<file path="config.mk">
export PLATFORM = sky130hd
export DESIGN_NAME = cc_mux_rr_flat
export DESIGN_NICKNAME = d
export VERILOG_FILES = /design/src/rtl/cc_mux_rr_if.sv /design/src/rtl/cc_mux_rr.sv /design/src/flat_wrapper.sv
export SDC_FILE = /design/constraint.sdc
export NUM_CORES = 1
export LEC_CHECK = 0
export CAP_MARGIN = 15
export CORE_UTILIZATION = 30
export DETAILED_ROUTE_END_ITERATION = 8
export GPL_ROUTABILITY_DRIVEN = 0
export PLACE_DENSITY = 0.76
export SYNTH_ARGS = -nofsm -noshare
export SYNTH_HDL_FRONTEND = slang
export SYNTH_SLANG_ARGS = --single-unit
</file>
<file path="constraint.sdc">
create_clock -name CC_MUX_RR_CLOCK_50 -period 3.9 [get_ports CC_MUX_RR_CLOCK_50]
set_input_delay 0.585 -clock CC_MUX_RR_CLOCK_50 [delete_from_list [all_inputs] [get_ports CC_MUX_RR_CLOCK_50]]
set_output_delay 0.585 -clock CC_MUX_RR_CLOCK_50 [all_outputs]
set_load 0.05 [all_outputs]
</file>
<file path="src/rtl/cc_mux_rr_if.sv">
// Channel-side and output-side signals of the cc_mux_rr arbitrating multiplexer.
// The slave modport is the mux's view; master is the environment's view.
interface cc_mux_rr_if #(
  parameter int unsigned NUMBER_DATAWIDTH = 8,
  parameter int unsigned NUMBER_CHANNELS  = 4,
  parameter int unsigned NUMBER_SELWIDTH  = 2
);
  logic                                        CC_MUX_RR_mode_In;
  logic [NUMBER_SELWIDTH-1:0]                  CC_MUX_RR_select_InBUS;
  logic [NUMBER_CHANNELS*NUMBER_DATAWIDTH-1:0] CC_MUX_RR_data_InBUS;
  logic [NUMBER_CHANNELS-1:0]                  CC_MUX_RR_valid_InBUS;
  logic [NUMBER_CHANNELS-1:0]                  CC_MUX_RR_ready_OutBUS;
  logic [NUMBER_DATAWIDTH-1:0]                 CC_MUX_RR_z_Out;
  logic [NUMBER_SELWIDTH-1:0]                  CC_MUX_RR_channel_Out;
  logic                                        CC_MUX_RR_valid_Out;
  logic                                        CC_MUX_RR_ready_In;

  modport slave (
    input  CC_MUX_RR_mode_In,
    input  CC_MUX_RR_select_InBUS,
    input  CC_MUX_RR_data_InBUS,
    input  CC_MUX_RR_valid_InBUS,
    input  CC_MUX_RR_ready_In,
    output CC_MUX_RR_ready_OutBUS,
    output CC_MUX_RR_z_Out,
    output CC_MUX_RR_channel_Out,
    output CC_MUX_RR_valid_Out
  );

  modport master (
    output CC_MUX_RR_mode_In,
    output CC_MUX_RR_select_InBUS,
    output CC_MUX_RR_data_InBUS,
    output CC_MUX_RR_valid_InBUS,
    output CC_MUX_RR_ready_In,
    input  CC_MUX_RR_ready_OutBUS,
    input  CC_MUX_RR_z_Out,
    input  CC_MUX_RR_channel_Out,
    input  CC_MUX_RR_valid_Out
  );
endinterface

</file>
<file path="src/rtl/cc_mux_rr.sv">
// N-channel valid/ready multiplexer with fixed-select or round-robin arbitration
// and a single registered output stage.
module cc_mux_rr #(
  parameter int unsigned NUMBER_DATAWIDTH = 8,
  parameter int unsigned NUMBER_CHANNELS  = 4,
  parameter int unsigned NUMBER_SELWIDTH  = 2
) (
  input logic        CC_MUX_RR_CLOCK_50,
  input logic        CC_MUX_RR_RESET_InLow,
  cc_mux_rr_if.slave bus
);

  logic [NUMBER_SELWIDTH-1:0]  ptrQ, ptrD;
  logic [NUMBER_SELWIDTH-1:0]  chanQ, chanD;
  logic [NUMBER_DATAWIDTH-1:0] zQ, zD;
  logic                        validQ, validD;

  logic                        grantValid;
  logic [NUMBER_SELWIDTH-1:0]  grantIdx;
  logic [NUMBER_SELWIDTH-1:0]  candIdx;
  logic [NUMBER_DATAWIDTH-1:0] grantData;
  logic [NUMBER_CHANNELS-1:0]  readyVec;
  logic                        load;

  assign load = ~validQ | bus.CC_MUX_RR_ready_In;

  always_comb begin
    grantValid = 1'b0;
    grantIdx   = '0;
    candIdx    = '0;
    grantData  = '0;
    if (!bus.CC_MUX_RR_mode_In) begin
      if (bus.CC_MUX_RR_valid_InBUS[bus.CC_MUX_RR_select_InBUS]) begin
        grantValid = 1'b1;
        grantIdx   = bus.CC_MUX_RR_select_InBUS;
      end
    end else begin
      // Search starts at ptr; the power-of-two width makes the wrap implicit.
      for (int i = 0; i < int'(NUMBER_CHANNELS); i++) begin
        candIdx = ptrQ + NUMBER_SELWIDTH'(i);
        if (!grantValid && bus.CC_MUX_RR_valid_InBUS[candIdx]) begin
          grantValid = 1'b1;
          grantIdx   = candIdx;
        end
      end
    end
    for (int i = 0; i < int'(NUMBER_CHANNELS); i++) begin
      if (grantIdx == NUMBER_SELWIDTH'(i)) begin
        grantData = bus.CC_MUX_RR_data_InBUS[i*NUMBER_DATAWIDTH +: NUMBER_DATAWIDTH];
      end
    end
  end

  // Reset gates ready so no channel sees a handshake while held in reset.
  always_comb begin
    readyVec = '0;
    for (int i = 0; i < int'(NUMBER_CHANNELS); i++) begin
      readyVec[i] = CC_MUX_RR_RESET_InLow & load & grantValid &
                    (grantIdx == NUMBER_SELWIDTH'(i));
    end
  end

  always_comb begin
    ptrD   = ptrQ;
    chanD  = chanQ;
    zD     = zQ;
    validD = validQ;
    if (load) begin
      if (grantValid) begin
        zD     = grantData;
        chanD  = grantIdx;
        validD = 1'b1;
        if (bus.CC_MUX_RR_mode_In) begin
          ptrD = grantIdx + NUMBER_SELWIDTH'(1);
        end
      end else begin
        validD = 1'b0;
      end
    end
  end

  always_ff @(posedge CC_MUX_RR_CLOCK_50 or negedge CC_MUX_RR_RESET_InLow) begin
    if (!CC_MUX_RR_RESET_InLow) begin
      ptrQ   <= '0;
      chanQ  <= '0;
      zQ     <= '0;
      validQ <= 1'b0;
    end else begin
      ptrQ   <= ptrD;
      chanQ  <= chanD;
      zQ     <= zD;
      validQ <= validD;
    end
  end

  assign bus.CC_MUX_RR_ready_OutBUS = readyVec;
  assign bus.CC_MUX_RR_z_Out        = zQ;
  assign bus.CC_MUX_RR_channel_Out  = chanQ;
  assign bus.CC_MUX_RR_valid_Out    = validQ;

endmodule

</file>
<file path="src/flat_wrapper.sv">
// flat-port wrapper written by rule: the top's interface ports become plain ports
module cc_mux_rr_flat 
#(
  parameter int unsigned NUMBER_DATAWIDTH = 8,
  parameter int unsigned NUMBER_CHANNELS  = 4,
  parameter int unsigned NUMBER_SELWIDTH  = 2
)
  (CC_MUX_RR_CLOCK_50, CC_MUX_RR_RESET_InLow, bus_CC_MUX_RR_mode_In, bus_CC_MUX_RR_select_InBUS, bus_CC_MUX_RR_data_InBUS, bus_CC_MUX_RR_valid_InBUS, bus_CC_MUX_RR_ready_In, bus_CC_MUX_RR_ready_OutBUS, bus_CC_MUX_RR_z_Out, bus_CC_MUX_RR_channel_Out, bus_CC_MUX_RR_valid_Out);
  cc_mux_rr_if #(.NUMBER_DATAWIDTH(NUMBER_DATAWIDTH), .NUMBER_CHANNELS(NUMBER_CHANNELS), .NUMBER_SELWIDTH(NUMBER_SELWIDTH)) bus_i ();
  input logic CC_MUX_RR_CLOCK_50;
  input logic CC_MUX_RR_RESET_InLow;
  input wire logic [$bits(bus_i.CC_MUX_RR_mode_In)-1:0] bus_CC_MUX_RR_mode_In;
  input wire logic [$bits(bus_i.CC_MUX_RR_select_InBUS)-1:0] bus_CC_MUX_RR_select_InBUS;
  input wire logic [$bits(bus_i.CC_MUX_RR_data_InBUS)-1:0] bus_CC_MUX_RR_data_InBUS;
  input wire logic [$bits(bus_i.CC_MUX_RR_valid_InBUS)-1:0] bus_CC_MUX_RR_valid_InBUS;
  input wire logic [$bits(bus_i.CC_MUX_RR_ready_In)-1:0] bus_CC_MUX_RR_ready_In;
  output wire logic [$bits(bus_i.CC_MUX_RR_ready_OutBUS)-1:0] bus_CC_MUX_RR_ready_OutBUS;
  output wire logic [$bits(bus_i.CC_MUX_RR_z_Out)-1:0] bus_CC_MUX_RR_z_Out;
  output wire logic [$bits(bus_i.CC_MUX_RR_channel_Out)-1:0] bus_CC_MUX_RR_channel_Out;
  output wire logic [$bits(bus_i.CC_MUX_RR_valid_Out)-1:0] bus_CC_MUX_RR_valid_Out;
  assign bus_i.CC_MUX_RR_mode_In = bus_CC_MUX_RR_mode_In;
  assign bus_i.CC_MUX_RR_select_InBUS = bus_CC_MUX_RR_select_InBUS;
  assign bus_i.CC_MUX_RR_data_InBUS = bus_CC_MUX_RR_data_InBUS;
  assign bus_i.CC_MUX_RR_valid_InBUS = bus_CC_MUX_RR_valid_InBUS;
  assign bus_i.CC_MUX_RR_ready_In = bus_CC_MUX_RR_ready_In;
  assign bus_CC_MUX_RR_ready_OutBUS = bus_i.CC_MUX_RR_ready_OutBUS;
  assign bus_CC_MUX_RR_z_Out = bus_i.CC_MUX_RR_z_Out;
  assign bus_CC_MUX_RR_channel_Out = bus_i.CC_MUX_RR_channel_Out;
  assign bus_CC_MUX_RR_valid_Out = bus_i.CC_MUX_RR_valid_Out;
  cc_mux_rr #(.NUMBER_DATAWIDTH(NUMBER_DATAWIDTH), .NUMBER_CHANNELS(NUMBER_CHANNELS), .NUMBER_SELWIDTH(NUMBER_SELWIDTH)) u_core (.CC_MUX_RR_CLOCK_50(CC_MUX_RR_CLOCK_50), .CC_MUX_RR_RESET_InLow(CC_MUX_RR_RESET_InLow), .bus(bus_i));
endmodule
</file>
==> impl_results.html <==
<table>
<tr><th>Metric</th><th>Value</th></tr>
<tr><th colspan="2">Status</th></tr>
<tr><td>Outcome</td><td>complete, no violations</td></tr>
<tr><th colspan="2">Power and ir drop</th></tr>
<tr><td>Cell Pwr Density</td><td>517 nW/um2</td></tr>
<tr><td>Static Leakage</td><td>0.704 nW</td></tr>
<tr><td>Largest voltage drop on the vdd net</td><td>0.141 mV</td></tr>
<tr><td>Overall power</td><td>0.000885 W</td></tr>
<tr><th colspan="2">Critical path</th></tr>
<tr><td>Worst stage delay on the critical path</td><td>0.58 ns</td></tr>
<tr><td>Type of element launching the critical path</td><td>primary input</td></tr>
<tr><td>Critical path's top delay family</td><td>simple AND/OR/NAND/NOR gates</td></tr>
<tr><td>Class of the most critical setup path</td><td>in2out</td></tr>
<tr><td>Master of the slowest instance on the critical path</td><td>or4bb_1</td></tr>
<tr><td>Worst endpoint required time</td><td>3.31 ns</td></tr>
<tr><td>WP data arrival</td><td>2.91 ns</td></tr>
<tr><td>Cells along the critical path</td><td>clkdlybuf4s50_1, or4bb_1, o311a_1, o21ai_0, nand2_1, ha_1, and3_1, buf_4</td></tr>
<tr><td>Total buffers and inverters traversed by the critical path</td><td>2</td></tr>
<tr><td>CP Max Fanout</td><td>11</td></tr>
<tr><td>Crit. End Element</td><td>primary output</td></tr>
<tr><th colspan="2">Clocking</th></tr>
<tr><td>CTS clk-pin slew, worst paths</td><td>0.07 ns</td></tr>
<tr><td>Root buffer cell</td><td>clkbuf_4</td></tr>
<tr><td>Total setup buffers inserted after CTS</td><td>0</td></tr>
<tr><td>TritonCTS clock tree</td><td>yes</td></tr>
<tr><td>Number of levels in the clock H-tree</td><td>1</td></tr>
<tr><td>Number of buffers on the longest clock path</td><td>2</td></tr>
<tr><td>Cts bufs inserted</td><td>3</td></tr>
<tr><td>Number of clock sinks</td><td>13</td></tr>
<tr><td>Count of cells resized by post-cts repair</td><td>0</td></tr>
<tr><td>CTS Hold Bufs</td><td>0</td></tr>
<tr><td>Clock latency reported for the late side of the worst-skew pair</td><td>0.28 ns</td></tr>
<tr><th colspan="2">Global routing</th></tr>
<tr><td>Initial antenna violation count</td><td>0</td></tr>
<tr><td>First-pass GRT wire length</td><td>4770 um</td></tr>
<tr><td>Tot GR Track Use</td><td>17.1%</td></tr>
<tr><td>Via count of the first global-routing pass</td><td>1098</td></tr>
<tr><td>Maximum number of pins on one net before global-route repair</td><td>17</td></tr>
<tr><td>Remaining global-route overflow</td><td>0</td></tr>
<tr><th colspan="2">Detailed routing</th></tr>
<tr><td>Total wire length after detailed routing</td><td>3060 um</td></tr>
<tr><td>Average wire per cell in the routed design</td><td>14.4 um</td></tr>
<tr><td>Vias after detailed routing</td><td>1071</td></tr>
<tr><td>Initial detailed-routing violation count</td><td>64</td></tr>
<tr><td>DRC Markers</td><td>0</td></tr>
<tr><td>Detailed-router iteration count before antenna repair</td><td>4</td></tr>
<tr><td>Count of antenna-violating nets left after detailed routing</td><td>0</td></tr>
<tr><td>Per-cell via count in the routed design</td><td>5.05</td></tr>
<tr><th colspan="2">Timing</th></tr>
<tr><td>Slew @ Worst Pin</td><td>0.500 ns</td></tr>
<tr><td>Fin. Hold Viols</td><td>0</td></tr>
<tr><td>Final worst clock skew</td><td>0.0112 ns</td></tr>
<tr><td>Sum Neg Setup Slack</td><td>0 ns</td></tr>
<tr><td>Tmin final</td><td>3.49 ns</td></tr>
<tr><td>Relative slew margins</td><td>66.5%</td></tr>
<tr><td>Max Clock Freq</td><td>286 MHz</td></tr>
<tr><td>Final setup fails</td><td>0</td></tr>
<tr><td>Final period util</td><td>89.5%</td></tr>
<tr><td>Hold_ws</td><td>0.523 ns</td></tr>
<tr><td>RSZ-0062 raised after global routing</td><td>false</td></tr>
<tr><td>Max-slew violation total from the final report</td><td>0</td></tr>
<tr><th colspan="2">Run</th></tr>
<tr><td>Max-cap violations</td><td>0</td></tr>
<tr><th colspan="2">Floorplanning</th></tr>
<tr><td>Area of the die</td><td>3760 um2</td></tr>
<tr><td>Die boundary height</td><td>61.3 um</td></tr>
<tr><td>Number of placement rows</td><td>21</td></tr>
<tr><td>Die X-Extent</td><td>61.3 um</td></tr>
<tr><td>Effective utilization at floorplan</td><td>31.4%</td></tr>
<tr><td>Core Region</td><td>3360 um2</td></tr>
<tr><td>Top Ports</td><td>57</td></tr>
<tr><th colspan="2">Cells and area</th></tr>
<tr><td>Area growth syn-to-layout</td><td>62.1%</td></tr>
<tr><td>Proportion of layout cells with a drive suffix above 1</td><td>15.1%</td></tr>
<tr><td>Nets</td><td>213</td></tr>
<tr><td>Filler cell count</td><td>326</td></tr>
<tr><td>Inserted Diodes</td><td>0</td></tr>
<tr><th colspan="2">Worst hold path</th></tr>
<tr><td>Path class of the lowest-slack min-delay path</td><td>reg2reg</td></tr>
<tr><th colspan="2">Yosys</th></tr>
<tr><td>Largest cells by area after synthesis</td><td>dfrtp_1 31%, mux2_4 7.1%, a221oi_1 5.8%</td></tr>
<tr><td>Count of flip-flops with a built-in enable after synthesis</td><td>0</td></tr>
<tr><td>Number of warnings printed during yosys synthesis</td><td>0</td></tr>
<tr><td>Number of register bits inferred by synthesis</td><td>13</td></tr>
<tr><td>Post-Syn Area per Cell</td><td>9.78 um2</td></tr>
<tr><td>Share of Yosys cell area claimed by the top area cell type</td><td>30.8%</td></tr>
<tr><td>Top-count cell post-synth</td><td>dfrtp_1</td></tr>
<tr><td>Largest area contributor in the netlist</td><td>dfrtp_1</td></tr>
<tr><td>Most used flip-flop cell after synthesis</td><td>dfrtp_1</td></tr>
<tr><td>Mapped Area</td><td>1060 um2</td></tr>
<tr><td>Post-synthesis instance total</td><td>108</td></tr>
<tr><td>Net count after synthesis</td><td>154</td></tr>
<tr><td>Post-synth cell types</td><td>34</td></tr>
<tr><td>Proportion of synthesized chip area in sequential cells</td><td>30.8%</td></tr>
<tr><td>Most instantiated cells after synthesis</td><td>13 x dfrtp_1, 9 x nand2_1, 8 x nor2b_1</td></tr>
<tr><td>Ys async rst share</td><td>100%</td></tr>
<tr><th colspan="2">Place</th></tr>
<tr><td>Final HPWL DP</td><td>2350 um</td></tr>
<tr><td>PortBufs</td><td>56</td></tr>
</table>
==> placed cells by master, fill, tap and decap left out <==
| cell type | synthesis | routed |
|---|---|---|
| clkdlybuf4s50_1 | 0 | 52 |
| dfrtp_1 | 13 | 13 |
| nand2_1 | 9 | 9 |
| nor2b_1 | 8 | 8 |
| a21oi_1 | 7 | 7 |
| a221oi_1 | 7 | 7 |
| o31ai_1 | 7 | 7 |
| mux2_2 | 5 | 5 |
| nand2b_1 | 5 | 5 |
| o21ai_0 | 5 | 5 |
| mux2_4 | 5 | 5 |
| buf_4 | 0 | 5 |
| and3_1 | 4 | 4 |
| ha_1 | 4 | 4 |
| inv_1 | 3 | 3 |
| clkbuf_4 | 0 | 3 |
| mux2i_1 | 2 | 2 |
| a22o_1 | 2 | 2 |
| a31oi_1 | 2 | 2 |
| buf_12 | 0 | 2 |
| nand3b_1 | 1 | 1 |
| a31o_2 | 1 | 1 |
| a21boi_0 | 1 | 1 |
| or4bb_1 | 1 | 1 |
| o311a_1 | 1 | 1 |
| a21o_1 | 1 | 1 |
| o221ai_1 | 1 | 1 |
| and2_1 | 1 | 1 |
| o21a_1 | 1 | 1 |
| or2_2 | 1 | 1 |
| o41ai_4 | 1 | 1 |
| o221ai_2 | 1 | 1 |
| and2_4 | 1 | 1 |
| o211ai_1 | 1 | 1 |
| and2b_1 | 1 | 1 |
| clkbuf_1 | 3 | 1 |
==> kinds of logic (layout without fill, tap and decap cells) <==
group	Yosys count	in the layout	synth area share (%)
AO/OA/AOI/OAI	39	39	28.8
adder cells (fa/ha/maj)	4	4	4.74
buffers and inverters	8	66	3.55
flip-flops	13	13	30.8
multiplexers	12	12	14.3
AND/OR/NAND/NOR	32	32	17.8
==> worst reg2reg max path, delay by kind of cell, from the launching register on <==
| kind | cells | cell delay, ns |
|---|---|---|
| flops | 1 | 0.46 |
| fa+ha+maj | 1 | 0.35 |
| simple gates | 3 | 1.17 |
| mux | 1 | 0.19 |
| compound gates | 4 | 0.76 |
==> final cells by class <==
type | count | area (um2) | area share [%]
Sequential cell | 13 | 325 | 19.0
Tap cell | 46 | 57.6 | 3.36
Clock buffer | 4 | 26.3 | 1.54
Timing Repair Buffer | 59 | 598 | 34.9
Multi-Input combinational cell | 87 | 693 | 40.5
Inverter | 3 | 11.3 | 0.658
==> flip-flops by register name (all words and copies together), names as in the netlist <==
| register | flops |
|---|---|
| u_core.bus.CC_MUX_RR_z_Out | 8 |
| u_core.bus.CC_MUX_RR_channel_Out | 2 |
| u_core.ptrQ | 2 |
| u_core.bus.CC_MUX_RR_valid_Out | 1 |
==> where the power goes <==
| part | leakage [nW] | total (W) | switching, W | internal [W] |
|---|---|---|---|---|
| logic | 0.534 | 0.000568 | 0.000318 | 0.000250 |
| clock network | 0.0150 | 0.0000837 | 0.0000441 | 0.0000396 |
| registers | 0.155 | 0.000233 | 0.0000418 | 0.000191 |
==> final timing paths <==
path | start | endpoint | slack (ns) | depth (start not counted)
setup / recovery | bus_CC_MUX_RR_valid_InBUS[1] | bus_CC_MUX_RR_ready_OutBUS[1] | 0.41 | 8
hold / removal | u_core.bus.CC_MUX_RR_z_Out[1] | u_core.bus.CC_MUX_RR_z_Out[1] | 0.52 | 1
setup reg to reg | u_core.ptrQ[1] | u_core.bus.CC_MUX_RR_z_Out[4] | 0.93 | 9
hold reg to reg | u_core.bus.CC_MUX_RR_z_Out[1] | u_core.bus.CC_MUX_RR_z_Out[1] | 0.52 | 1
max in group asynchronous | CC_MUX_RR_RESET_InLow | u_core.bus.CC_MUX_RR_channel_Out[0] | 2.85 | 2
min in group asynchronous | CC_MUX_RR_RESET_InLow | u_core.bus.CC_MUX_RR_z_Out[6] | 0.58 | 1
==> layer usage <==
layer / global-route usage (%) / wire length [um] / vias to the layer above
met5: 0 / 0 / -
met3: 3.36 / 222 / 0
met4: 4.44 / 0 / 0
met1: 21.5 / 1420 / 495
li1: - / - / 531
met2: 30.0 / 1420 / 45
==> per-stage QoR <==
| stage | setup WS, ns | std cells | area, um2 | utilization, % |
|---|---|---|---|---|
| after floorplan | 0.825 | 108 | 1060 | - |
| after global placement | 0.420 | 208 | 1690 | 50.1 |
| after detailed placement | 0.260 | 208 | 1690 | 50.1 |
| after CTS | 0.428 | 212 | 1710 | 50.9 |
| after global routing | 0.270 | 212 | 1710 | 50.9 |
| final | 0.409 | 212 | 1710 | 50.9 |
Power figures use the tool's default switching activity.
